===== config.mk =====
export PLATFORM = sky130hd
export DESIGN_NAME = pipeline_hazard_ctrl
export DESIGN_NICKNAME = d
export VERILOG_FILES = /design/src/rtl/pipeline_hazard_ctrl_pkg.sv /design/src/rtl/pipeline_hazard_ctrl_perf_counter.sv /design/src/rtl/pipeline_hazard_ctrl.sv
export SDC_FILE = /design/constraint.sdc
export NUM_CORES = 1
export LEC_CHECK = 0
export ABC_AREA = 1
export CAP_MARGIN = 20
export CORE_ASPECT_RATIO = 1.75
export CORE_MARGIN = 2
export CORE_UTILIZATION = 39
export CTS_BUF_LIST = sky130_fd_sc_hd__clkbuf_4 sky130_fd_sc_hd__clkbuf_8
export CTS_CLUSTER_DIAMETER = 100
export DETAILED_ROUTE_END_ITERATION = 8
export PLACE_DENSITY = 0.64
export SYNTH_ARGS = -nofsm -noshare
export SYNTH_HDL_FRONTEND = slang
export SYNTH_SLANG_ARGS = --single-unit
export TNS_END_PERCENT = 50

===== constraint.sdc =====
create_clock -name clk -period 1.7 [get_ports clk]
set_input_delay 0.34 -clock clk [delete_from_list [all_inputs] [get_ports clk]]
set_output_delay 0.34 -clock clk [all_outputs]
set_load 0.02 [all_outputs]

===== src/rtl/pipeline_hazard_ctrl_pkg.sv =====
// Shared definitions for the pipeline hazard sequencer.
// Decode and the regfile use REGNO_BITS from here as well.
// Contents:
//   - hazState_t : sequencer FSM state encoding.
//   - pipeCtl_t  : bundle of per-stage enable and flush strobes.
package pipeline_hazard_ctrl_pkg;

  localparam int REGNO_BITS = 4;

  typedef enum logic [1:0] {
    RUN      = 2'd0,
    LOAD_USE = 2'd1,
    MEM_WAIT = 2'd2
  } hazState_t;

  typedef struct packed {
    logic enPc;
    logic enFd;
    logic flushFd;
    logic enDe;
    logic flushDe;
    logic enEm;
    logic enMw;
  } pipeCtl_t;

endpackage


===== src/rtl/pipeline_hazard_ctrl_perf_counter.sv =====
// Wrapping event counter used for the stall and flush performance counters.
// Ports:
//   clk, reset : clock and synchronous active-high clear.
//   en         : count this cycle.
//   cnt        : running count, wraps modulo 2^W.
module hazard_perf_counter #(
  parameter int W = 32
) (
  input  logic         clk,
  input  logic         reset,
  input  logic         en,
  output logic [W-1:0] cnt
);

  always_ff @(posedge clk) begin
    if (reset)   cnt <= '0;
    else if (en) cnt <= cnt + 1'b1;
  end

endmodule


===== src/rtl/pipeline_hazard_ctrl.sv =====
// Hazard sequencer for the IF/ID, ID/EX, EX/MEM and MEM/WB pipeline registers.
// It detects three hazard kinds and drives the per-stage enable and flush strobes:
//   - load-use
//   - control redirect
//   - memory wait
// Outputs are combinational from the registered state and the current inputs.
// Ports:
//   Decode operands  : id_sr1, id_sr2, id_use_sr1, id_use_sr2.
//   EX-stage info    : ex_memtoReg, ex_dr, ex_redirect.
//   Memory handshake : mem_req, mem_ready.
//   Stage strobes    : en_pc, en_fd, flush_fd, en_de, flush_de, en_em, en_mw.
//   Status           : mem_err (sticky timeout).
//   Perf counters    : stall_cnt, flush_cnt.
module pipeline_hazard_ctrl #(
  parameter int REGNO_BITS  = pipeline_hazard_ctrl_pkg::REGNO_BITS,
  parameter int LU_BUBBLES  = 1,
  parameter int MEM_TIMEOUT = 255,
  parameter int CNT_BITS    = 32
) (
  input  logic                  clk,
  input  logic                  reset,
  input  logic [REGNO_BITS-1:0] id_sr1,
  input  logic [REGNO_BITS-1:0] id_sr2,
  input  logic                  id_use_sr1,
  input  logic                  id_use_sr2,
  input  logic                  ex_memtoReg,
  input  logic [REGNO_BITS-1:0] ex_dr,
  input  logic                  ex_redirect,
  input  logic                  mem_req,
  input  logic                  mem_ready,
  output logic                  en_pc,
  output logic                  en_fd,
  output logic                  flush_fd,
  output logic                  en_de,
  output logic                  flush_de,
  output logic                  en_em,
  output logic                  en_mw,
  output logic                  mem_err,
  output logic [CNT_BITS-1:0]   stall_cnt,
  output logic [CNT_BITS-1:0]   flush_cnt
);
  import pipeline_hazard_ctrl_pkg::*;

  localparam int TW = $clog2(MEM_TIMEOUT + 1);

  hazState_t      state, savedState, effState, nextState;
  logic [1:0]     bubbleCnt, nextBub;
  logic [TW-1:0]  toutCnt;
  logic           memErr, freeze, loadUse;
  pipeCtl_t       ctl;

  assign freeze = mem_req & ~mem_ready;

  // The cycle that leaves MEM_WAIT already behaves as the state that the
  // freeze interrupted. This way a stalled bubble sequence picks up exactly where it stopped.
  assign effState = (state == MEM_WAIT) ? savedState : state;

  assign loadUse = (effState == RUN) & ex_memtoReg & (ex_dr != '0) &
                   ((id_use_sr1 & (id_sr1 == ex_dr)) | (id_use_sr2 & (id_sr2 == ex_dr)));

  always_comb begin
    ctl       = '{enPc: 1'b1, enFd: 1'b1, flushFd: 1'b0, enDe: 1'b1,
                  flushDe: 1'b0, enEm: 1'b1, enMw: 1'b1};
    nextState = effState;
    nextBub   = bubbleCnt;
    if (reset) begin
      ctl.flushFd = 1'b1;
      ctl.flushDe = 1'b1;
    end else if (freeze) begin
      ctl       = '0;
      nextState = MEM_WAIT;
    end else if (ex_redirect) begin
      // The hazard instruction is squashed, so any pending bubbles are dropped.
      ctl.flushFd = 1'b1;
      ctl.flushDe = 1'b1;
      nextState   = RUN;
      nextBub     = '0;
    end else if (loadUse || effState == LOAD_USE) begin
      ctl.enPc    = 1'b0;
      ctl.enFd    = 1'b0;
      ctl.flushDe = 1'b1;
      if (effState == LOAD_USE) begin
        nextBub = bubbleCnt - 1'b1;
        if (bubbleCnt == 2'd1) nextState = RUN;
      end else if (LU_BUBBLES > 1) begin
        nextState = LOAD_USE;
        nextBub   = 2'(LU_BUBBLES - 1);
      end
    end
  end

  always_ff @(posedge clk) begin
    if (reset) begin
      state      <= RUN;
      savedState <= RUN;
      bubbleCnt  <= '0;
      toutCnt    <= '0;
      memErr     <= 1'b0;
    end else begin
      state     <= nextState;
      bubbleCnt <= nextBub;
      if (freeze) begin
        if (state != MEM_WAIT) savedState <= state;
        // Saturates at the limit; mem_err is sticky, so no further counting is needed.
        if (toutCnt == TW'(MEM_TIMEOUT)) memErr <= 1'b1;
        else                             toutCnt <= toutCnt + 1'b1;
      end else begin
        toutCnt <= '0;
      end
    end
  end

  assign en_pc    = ctl.enPc;
  assign en_fd    = ctl.enFd;
  assign flush_fd = ctl.flushFd;
  assign en_de    = ctl.enDe;
  assign flush_de = ctl.flushDe;
  assign en_em    = ctl.enEm;
  assign en_mw    = ctl.enMw;
  assign mem_err  = memErr;

  hazard_perf_counter #(.W(CNT_BITS)) uStallCnt (
    .clk(clk), .reset(reset), .en(~reset & ~ctl.enPc), .cnt(stall_cnt)
  );

  // Only redirects that take effect are counted; a frozen redirect is counted when it is re-presented.
  hazard_perf_counter #(.W(CNT_BITS)) uFlushCnt (
    .clk(clk), .reset(reset), .en(~reset & ~freeze & ex_redirect), .cnt(flush_cnt)
  );

endmodule

==> flow_metrics.py, run 1 <==
metrics = {
    "run_status": {
        "outcome": "finished with violations",
        "violations": "setup timing",
    },
    "clocking": {
        "cts_max_level": 3,
        "clockRootBuffer": "clkbuf_8",
        "clock-sinks": 79,
        "cts_hold_buf": 0,
        "cts_inserted_buffers": 9,
        "cts_tree": "done",
        "clock_latency_ns": 0.36,
        "clk_pin_slew_ns": 0.09,
        "max-clock-path-buffers": 2,
    },
    "route": {
        "via_per_inst": 4.94,
        "wl_per_cell_um": 13.7,
        "drt-total-wl_um": 14700,
        "drc_errors": 0,
        "drtPass1Iterations": 5,
        "initialDrtViolationCount": 203,
        "ant_nets": 0,
        "vias": 5282,
    },
    "critical_path": {
        "critPathKind": "in2out",
        "critPathCaptureType": "primary output",
        "worstPathArrival_ns": 1.51,
        "required_ns": 1.36,
        "crit_fanout": 3,
        "startpoint_type": "primary input",
    },
    "synthesis": {
        "synth.distinct_cells": 37,
        "yosysTopAreaCell": "dfxtp_1",
        "netlist_area_um2": 4840,
        "async_flop_share_pct": 0,
        "yosysSeqAreaShare_pct": 32.7,
        "avgSynthCellArea_um2": 6.45,
        "synth_edf_count": 0,
        "synth_top_area_share_pct": 32.7,
        "ys_top_cells_by_area": "dfxtp_1 33%, nand2_1 18%, nor2_1 6.7%",
        "synthesis.nets": 775,
        "yosysWarningCount": 0,
        "ys_ff_latch": 79,
        "syn_inst": 751,
        "synthFlopType": "dfxtp_1",
        "ys_top_cells_by_count": "234 x nand2_1, 86 x nor2_1, 79 x dfxtp_1, 70 x inv_1, 60 x a21oi_1",
        "yosysMostFrequentCell": "nand2_1",
    },
    "layout": {
        "fin_cells": 1070,
        "area_growth_syn_to_layout_pct": 35.7,
        "fin_util_pct": 54.5,
        "num-fill-cells": 1242,
        "final_nets": 924,
        "drive_gt1_share_pct": 17.3,
        "antennaDiodeCount": 0,
    },
    "sta": {
        "setup_tns_ns": -0.447,
        "max_freq_mhz": 540,
        "max_slew_margin_pct": 60.7,
        "fin_ws_ns": -0.153,
        "timing.final.crit_share_pct": 109,
        "final-setup-viol-count": 3,
        "maxSlewViolCount": 0,
        "rsz0062_at_grt": "yes",
        "worst_pin_slew_ns": 0.590,
        "skew_ns": 0.00679,
        "fin_crit_ns": 1.85,
        "finalHoldViolCount": 0,
    },
    "floorplanning": {
        "die_w_um": 88.2,
        "ios": 92,
        "die_area_um2": 13400,
        "fp-row-count": 53,
        "initial_core_util_pct": 40.1,
        "die_y_um": 151,
        "coreArea_um2": 12100,
    },
    "run": {
        "maxCapViolCount": 0,
    },
    "worst_hold_path": {
        "hold_path_class": "in2reg",
    },
    "power_and_ir_drop": {
        "clkPwrFrac_pct": 38.8,
        "cellLeakagePower_nw": 2.99,
        "vdd_ir_drop_max_v": 0.000344,
        "pwr-share-seq_pct": 52.4,
        "intPower_w": 0.00255,
        "p_switching_w": 0.00101,
        "pwr-share-comb_pct": 8.9,
        "p_per_area_nw_per_um2": 542,
        "sw_frac_of_total_pct": 28.5,
    },
    "global_route": {
        "grt-ovfl-total": 0,
        "grt_pass1_wl_um": 23700,
        "track_usage_pct": 22.6,
        "grt_max_degree": 53,
        "antenna_found_initial": 0,
        "first_global_vias": 5203,
    },
    "placed_design": {
        "io_buffers": 91,
        "finalWeightedCongestion": 0.976,
        "dp.cells": 1043,
        "preCtsSetupSlack_ns": -0.862,
        "hpwl_um": 11300,
    },
}
[worst max-delay path, stage by stage]
cell and delay, ns:
clkdlybuf4s50_1 0.47, xnor2_1 0.13, nand3_1 0.10, nand2_1 0.08
nand2_2 0.08, nand3_4 0.09, nand2_4 0.08, buf_6 0.14
[power by group through the flow]
stage          Clock, W  Sequential (W)  Combinational, W
6_report        0.00138         0.00186          0.000316
5_1_grt         0.00150         0.00187          0.000345
3_5_place_dp          0         0.00191          0.000312
4_1_cts         0.00141         0.00187          0.000316
3_3_place_gp          0         0.00191          0.000307
2_1_floorplan         0         0.00192          0.000154
[path summary, 6_finish.rpt]
| path | startpoint | end | cells after the start | slack (ns) |
|---|---|---|---|---|
| setup reg to reg | state[0] | uStallCnt.cnt[0] | 10 | 0.03 |
| setup / recovery | id_sr1[2] | en_pc | 8 | -0.15 |
| hold / removal | reset | uFlushCnt.cnt[0] | 5 | 0.44 |
| hold reg to reg | mem_err | mem_err | 2 | 0.47 |
[flip-flops by register name (all words and copies together), names as in the netlist]
register and cells:
uFlushCnt.cnt 32, uStallCnt.cnt 32, toutCnt 8, bubbleCnt 2, savedState 2, state 2, mem_err 1
[routing by layer]
layer	global-route usage [%]	up-vias	part of all wire, %
met5	0	-	0
met4	12.9	0	5.3
met3	4.09	47	3.5
met2	43.0	128	55
met1	22.0	2405	36
li1	-	2702	-
[cell type report]
cell class	count	area [um2]	area share, %
clock buffers	9	124	1.88
clock inverters	7	62.6	0.952
inverters	76	300	4.57
multi-input cells	575	2960	45.0
flip-flops and latches	79	1600	24.3
well taps	165	206	3.14
repair buffers	159	1330	20.2
[placed cells by master, fill, tap and decap left out, drive strengths merged, types with 5 or more instances in the layout]
master	count
nand3	51
xor2	22
nor2	98
clkbuf	12
inv	80
nand2	242
xnor2	14
a21oi	60
nand4	9
nor3	30
dlygate4sd2	74
dfxtp	79
dlymetal6s2s	5
nand3b	12
buf	73
o21ai	20
[through the flow]
stage | hold WS [ns] | cell area (um2) | power [W]
after floorplan | 0.423 | 4850 | 0.00207
after detailed placement | 0.458 | 6270 | 0.00222
after global routing | 0.475 | 6570 | 0.00371
after CTS | 0.443 | 6470 | 0.00359
after global placement | 0.433 | 6270 | 0.00222
final | 0.438 | 6570 | 0.00356
[cell families (layout without fill, tap and decap cells)]
kind of cell	Yosys count	after routing	synth area share, %
and+or+nand+nor	446	446	41.7
AOI/OAI and AO/OA	89	89	9.61
adders and majority gates	4	4	1.03
DFF	79	79	32.7
xor gates and xnor gates	36	36	6.51
buffers and inverters	97	251	8.47
[repair_timing]
action / in CTS / in global routing
buffers inserted: 6 / 5
endpoints found under the hold margin: 0 / 0
cloned: 0 / 0
pin swaps: 10 / 7
setup endpoints to repair: 101 / 68
gates resized for setup: 119 / 31
Note: power is estimated with default switching activity, not from simulation.
==> inputs of run 2 (changes only) <==
--- a/config.mk
+++ b/config.mk
@@ -9,11 +9,11 @@
 export CAP_MARGIN = 20
 export CORE_ASPECT_RATIO = 1.75
 export CORE_MARGIN = 2
-export CORE_UTILIZATION = 39
+export CORE_UTILIZATION = 49
 export CTS_BUF_LIST = sky130_fd_sc_hd__clkbuf_4 sky130_fd_sc_hd__clkbuf_8
 export CTS_CLUSTER_DIAMETER = 100
 export DETAILED_ROUTE_END_ITERATION = 8
-export PLACE_DENSITY = 0.64
+export PLACE_DENSITY = 0.78
 export SYNTH_ARGS = -nofsm -noshare
 export SYNTH_HDL_FRONTEND = slang
 export SYNTH_SLANG_ARGS = --single-unit
==> flow_metrics.py, run 2 (same netlist as run 1, synthesis figures left out) <==
metrics = {
    "run_status": {
        "outcome": "finished with violations",
        "violations": "setup timing",
    },
    "critical_path": {
        "critPathCaptureType": "primary output",
        "ff2ff_path_depth": 8,
        "crit_slowest_cell": "dfxtp_2",
        "worstPathCellList": "o21ai_4, nand2_2, a31oi_2, nand2_2, nand3_4, nand2_4, buf_6",
        "reg2reg_slack_ns": -0.02,
        "r2r_start": "savedState[1]",
        "critPathMaxStageDelay_ns": 0.35,
        "crit_fanout": 3,
        "startpoint": "savedState[1]",
        "required_ns": 1.36,
        "startpoint_type": "flip-flop",
        "r2r_end": "uStallCnt.cnt[2]",
        "critPathKind": "reg2out",
        "worstPathArrival_ns": 1.54,
        "crit_top_cell": "nand2_2",
    },
    "power_and_ir_drop": {
        "vdd_ir_drop_max_v": 0.000463,
        "pwr-share-comb_pct": 8.0,
        "clkPwrFrac_pct": 46.2,
        "pwr-share-seq_pct": 45.8,
        "intPower_w": 0.00311,
        "p_per_area_nw_per_um2": 620,
        "cellLeakagePower_nw": 2.96,
        "sw_frac_of_total_pct": 23.6,
        "p_switching_w": 0.000960,
    },
    "worst_hold_path": {
        "hold_path_class": "in2reg",
        "whs_endpoint": "uFlushCnt.cnt[4]",
        "hold_depth": 5,
        "hold_path_startpoint": "ex_redirect",
    },
    "placed_design": {
        "finalWeightedCongestion": 0.942,
        "preCtsSetupSlack_ns": -0.898,
        "io_buffers": 91,
        "hpwl_um": 11400,
    },
    "floorplanning": {
        "initial_core_util_pct": 49.8,
        "ios": 92,
        "die_w_um": 79.2,
        "die_y_um": 136,
        "fp-row-count": 48,
        "coreArea_um2": 9730,
        "die_area_um2": 10700,
    },
    "sta": {
        "final-setup-viol-count": 4,
        "rsz0062_at_grt": "yes",
        "timing.hold.ws_ns": 0.465,
        "fin_crit_ns": 1.88,
        "skew_ns": 0.00911,
        "max_freq_mhz": 531,
        "finalHoldViolCount": 0,
        "worst_pin_slew_ns": 0.605,
        "maxSlewViolCount": 0,
        "max_slew_margin_pct": 59.7,
        "timing.final.crit_share_pct": 111,
        "fin_ws_ns": -0.184,
    },
    "layout": {
        "antennaDiodeCount": 0,
        "mostFrequentLayoutCells": "230 x nand2_1, 83 x nor2_1, 74 x dlygate4sd2_1",
        "fin_util_pct": 67.5,
        "final_common_cell": "nand2_1",
        "final_nets": 919,
        "reg_top3": "uFlushCnt.cnt x32, uStallCnt.cnt x32, toutCnt x8",
        "drive_gt1_share_pct": 16.8,
        "area_growth_syn_to_layout_pct": 35.6,
    },
    "route": {
        "wl_met2_um": 8320,
        "vias": 5403,
        "drt-total-wl_um": 15100,
        "ant_nets": 0,
        "wl_met1_um": 5400,
        "wl_per_cell_um": 14.7,
        "drtPass1Iterations": 5,
        "dr_wl_met3_um": 560,
        "via_per_inst": 5.27,
        "drc_errors": 0,
        "initialDrtViolationCount": 319,
        "top_layer": "met4",
    },
    "clocking": {
        "cts_hold_buf": 0,
        "clock_latency_ns": 0.36,
        "clock-sinks": 79,
        "clk_pin_slew_ns": 0.08,
        "clockRootBuffer": "clkbuf_8",
        "cts_inserted_buffers": 9,
        "cts_max_level": 3,
        "cts_tree": "done",
        "max-clock-path-buffers": 2,
    },
    "global_route": {
        "track_usage_pct": 28.6,
        "grt_max_degree": 53,
        "first_global_vias": 5270,
        "grt-ovfl-total": 0,
        "grt_pass1_wl_um": 24000,
        "antenna_found_initial": 0,
    },
    "run": {
        "maxCapViolCount": 0,
    },
}
## run 2: cell types whose count changed in the layout (fill, tap and decap cells not counted), moves of 4 or more
cell	change
dfxtp_2	-4
inv_6	-4
dfxtp_1	+5
buf_4	-4
bufinv_16	+4
dlymetal6s2s_1	-4
## run 2: cell type report
cell class,instances,area [um2]
Clock buffer,9,124
Clock inverter,7,145
Fill cell,886,3160
Inverter,76,300
Multi-Input combinational cell,575,2960
Sequential cell,79,1590
Tap cell,125,156
Timing Repair Buffer,154,1290
## run 2: repair_timing
item                       CTS  global route
pin swaps                   12             5
buffers inserted             2             1
setup endpoints to repair  104            56
resized for setup          121            24
## run 2: power by group through the flow
| stage | clock network [W] | logic (W) | registers [W] |
|---|---|---|---|
| after floorplan | 0 | 0.000154 | 0.00192 |
| after global placement | 0 | 0.000310 | 0.00191 |
| after detailed placement | 0 | 0.000322 | 0.00191 |
| after CTS | 0.00192 | 0.000322 | 0.00186 |
| after global routing | 0.00199 | 0.000352 | 0.00187 |
| final | 0.00188 | 0.000326 | 0.00186 |
## run 2: routing by layer
metal / vias to the layer above / global-route usage, %
li1: 2698 / -
met1: 2502 / 27.4
met2: 149 / 55.6
met3: 54 / 4.73
met4: 0 / 16.3
met5: - / 0
## run 2: worst max-delay path by stage
stage                              to  slack [ns]  cells after the start
CTS                             en_pc       -0.22                      7
floorplan           uFlushCnt.cnt[16]      -0.005                     10
detailed placement              en_fd       -0.90                     10
finish                          en_pc       -0.18                      7
global route                    en_fd       -0.26                      7
global placement                en_fd       -0.80                     10
## run 2: through the flow
| stage | cells | power, W | cell area (um2) | TNS (ns) |
|---|---|---|---|---|
| floorplan | 751 | 0.00207 | 4850 | -0.00506 |
| global placement | 1006 | 0.00222 | 6250 | -25.47 |
| detailed placement | 1006 | 0.00223 | 6250 | -30.67 |
| CTS | 1024 | 0.00411 | 6480 | -0.820 |
| global route | 1025 | 0.00420 | 6570 | -3.00 |
| finish | 1025 | 0.00407 | 6570 | -0.556 |
## run 2: critical path, delay by kind of cell, from the launching register on
| family | cells | cell delay, ns |
|---|---|---|
| AO/OA/AOI/OAI | 2 | 0.34 |
| buffers and inverters | 1 | 0.14 |
| flip-flops | 1 | 0.35 |
| AND/OR/NAND/NOR | 4 | 0.36 |
==> inputs of run 3 (changes only) <==
--- a/config.mk
+++ b/config.mk
@@ -8,7 +8,6 @@
 export ABC_AREA = 1
 export CAP_MARGIN = 20
 export CORE_ASPECT_RATIO = 1.75
-export CORE_MARGIN = 2
 export CORE_UTILIZATION = 49
 export CTS_BUF_LIST = sky130_fd_sc_hd__clkbuf_4 sky130_fd_sc_hd__clkbuf_8
 export CTS_CLUSTER_DIAMETER = 100
==> flow_metrics.py, run 3 (same netlist as run 1, synthesis figures left out) <==
metrics = {
    "critical_path": {
        "critPathCaptureType": "primary output",
        "crit_slowest_cell": "dfxtp_2",
        "crit_top_cell": "nand2_2",
        "worstPathCellList": "o21ai_4, nand2_2, a31oi_2, nand2_2, nand3_4, nand2_4, buf_6",
        "worstPathArrival_ns": 1.50,
        "startpoint_type": "flip-flop",
        "required_ns": 1.36,
        "critPathKind": "reg2out",
        "crit_fanout": 3,
        "critPathMaxStageDelay_ns": 0.34,
    },
    "global_route": {
        "grt_pass1_wl_um": 23900,
        "grt-ovfl-total": 0,
        "antenna_found_initial": 0,
        "track_usage_pct": 29.2,
        "grt_max_degree": 53,
        "first_global_vias": 5258,
    },
    "clocking": {
        "clock-sinks": 79,
        "cts_tree": "done",
        "clockRootBuffer": "clkbuf_8",
        "max-clock-path-buffers": 2,
        "clock_latency_ns": 0.36,
        "cts_inserted_buffers": 9,
        "clk_pin_slew_ns": 0.08,
        "cts_max_level": 3,
    },
    "placed_design": {
        "hpwl_um": 11200,
        "io_buffers": 91,
        "finalWeightedCongestion": 0.953,
        "dp.cells": 1003,
        "preCtsSetupSlack_ns": -0.868,
    },
    "sta": {
        "rsz0062_at_grt": "yes",
        "worst_pin_slew_ns": 0.602,
        "fin_ws_ns": -0.139,
        "max_slew_margin_pct": 59.9,
        "skew_ns": 0.0183,
        "max_freq_mhz": 544,
        "maxSlewViolCount": 0,
        "final-setup-viol-count": 3,
        "timing.final.crit_share_pct": 108,
        "fin_crit_ns": 1.84,
        "finalHoldViolCount": 0,
        "timing.hold.ws_ns": 0.468,
    },
    "floorplanning": {
        "die_y_um": 134,
        "ios": 92,
        "coreArea_um2": 9530,
        "initial_core_util_pct": 50.8,
        "die_w_um": 77.2,
        "die_area_um2": 10300,
        "fp-row-count": 47,
    },
    "layout": {
        "area_growth_syn_to_layout_pct": 34.6,
        "final_nets": 924,
        "fin_cells": 1027,
        "reg_top3": "uFlushCnt.cnt x32, uStallCnt.cnt x32, toutCnt x8",
        "final_common_cell": "nand2_1",
        "mostFrequentLayoutCells": "230 x nand2_1, 83 x nor2_1, 75 x dlygate4sd2_1",
        "antennaDiodeCount": 0,
        "num-fill-cells": 875,
        "drive_gt1_share_pct": 17.5,
    },
    "power_and_ir_drop": {
        "p_per_area_nw_per_um2": 540,
        "vdd_ir_drop_max_v": 0.000447,
        "power_w": 0.00352,
        "cellLeakagePower_nw": 2.96,
    },
    "route": {
        "via_per_inst": 5.40,
        "initialDrtViolationCount": 326,
        "drt-total-wl_um": 15000,
        "wl_per_cell_um": 14.6,
        "drc_errors": 0,
        "vias": 5544,
        "drtPass1Iterations": 6,
        "ant_nets": 0,
    },
    "run_status": {
        "outcome": "finished with violations",
        "violations": "setup timing",
    },
    "run": {
        "maxCapViolCount": 0,
    },
    "worst_hold_path": {
        "hold_path_class": "reg2reg",
    },
}
run 3: layout make-up:
cell class	instances	area (um2)	share of cell area [%]
well taps	122	153	2.34
repair buffers	159	1320	20.3
inverters	76	300	4.61
clock inverters	6	42.5	0.653
flip-flops and latches	79	1590	24.5
clock buffers	10	138	2.11
multi-input cells	575	2970	45.6
run 3: what timing repair did:
| action | in CTS | in global routing |
|---|---|---|
| setup buffers | 2 | 6 |
| hold endpoints to repair | 0 | 0 |
| pin swaps | 15 | 11 |
| gates resized for setup | 123 | 33 |
| endpoints found under the setup margin | 101 | 61 |
| hold buffers | 0 | 0 |
run 3: worst max-delay path, delay by kind of cell (launching register included):
kind / cells / cell delay [ns]
AO/OA/AOI/OAI: 2 / 0.33
AND/OR/NAND/NOR: 4 / 0.34
flip-flops: 1 / 0.34
buffers and inverters: 1 / 0.14
run 3: metrics by stage:
step | util (%) | area, um2 | setup TNS, ns
floorplan | - | 4850 | -0.00506
global placement | 65.5 | 6240 | -21.82
detailed placement | 65.5 | 6240 | -24.79
CTS | 66.8 | 6370 | -0.808
global route | 68.4 | 6520 | -2.50
finish | 68.4 | 6520 | -0.409
run 3: power by group:
| part | internal, W | total [W] | switching, W |
|---|---|---|---|
| combinational | 0.000124 | 0.000322 | 0.000198 |
| clock | 0.000576 | 0.00133 | 0.000757 |
| sequential | 0.00186 | 0.00186 | 0.00000634 |
run 3: worst paths after layout:
path / slack [ns] / end / start / cells after the start
max: -0.14 / en_fd / savedState[1] / 7
min: 0.47 / mem_err / mem_err / 2
max reg2reg: 0 / uStallCnt.cnt[0] / state[0] / 10
min reg2reg: 0.47 / mem_err / mem_err / 2
run 3: metal layers:
metal  part of all wire, %  global-route usage, %  routed length [um]
met1                    35                   28.4                5210
met4                   6.1                   21.2                 911
met3                   4.9                   5.34                 740
met2                    54                   53.7                8160
met5                     0                      0                   0
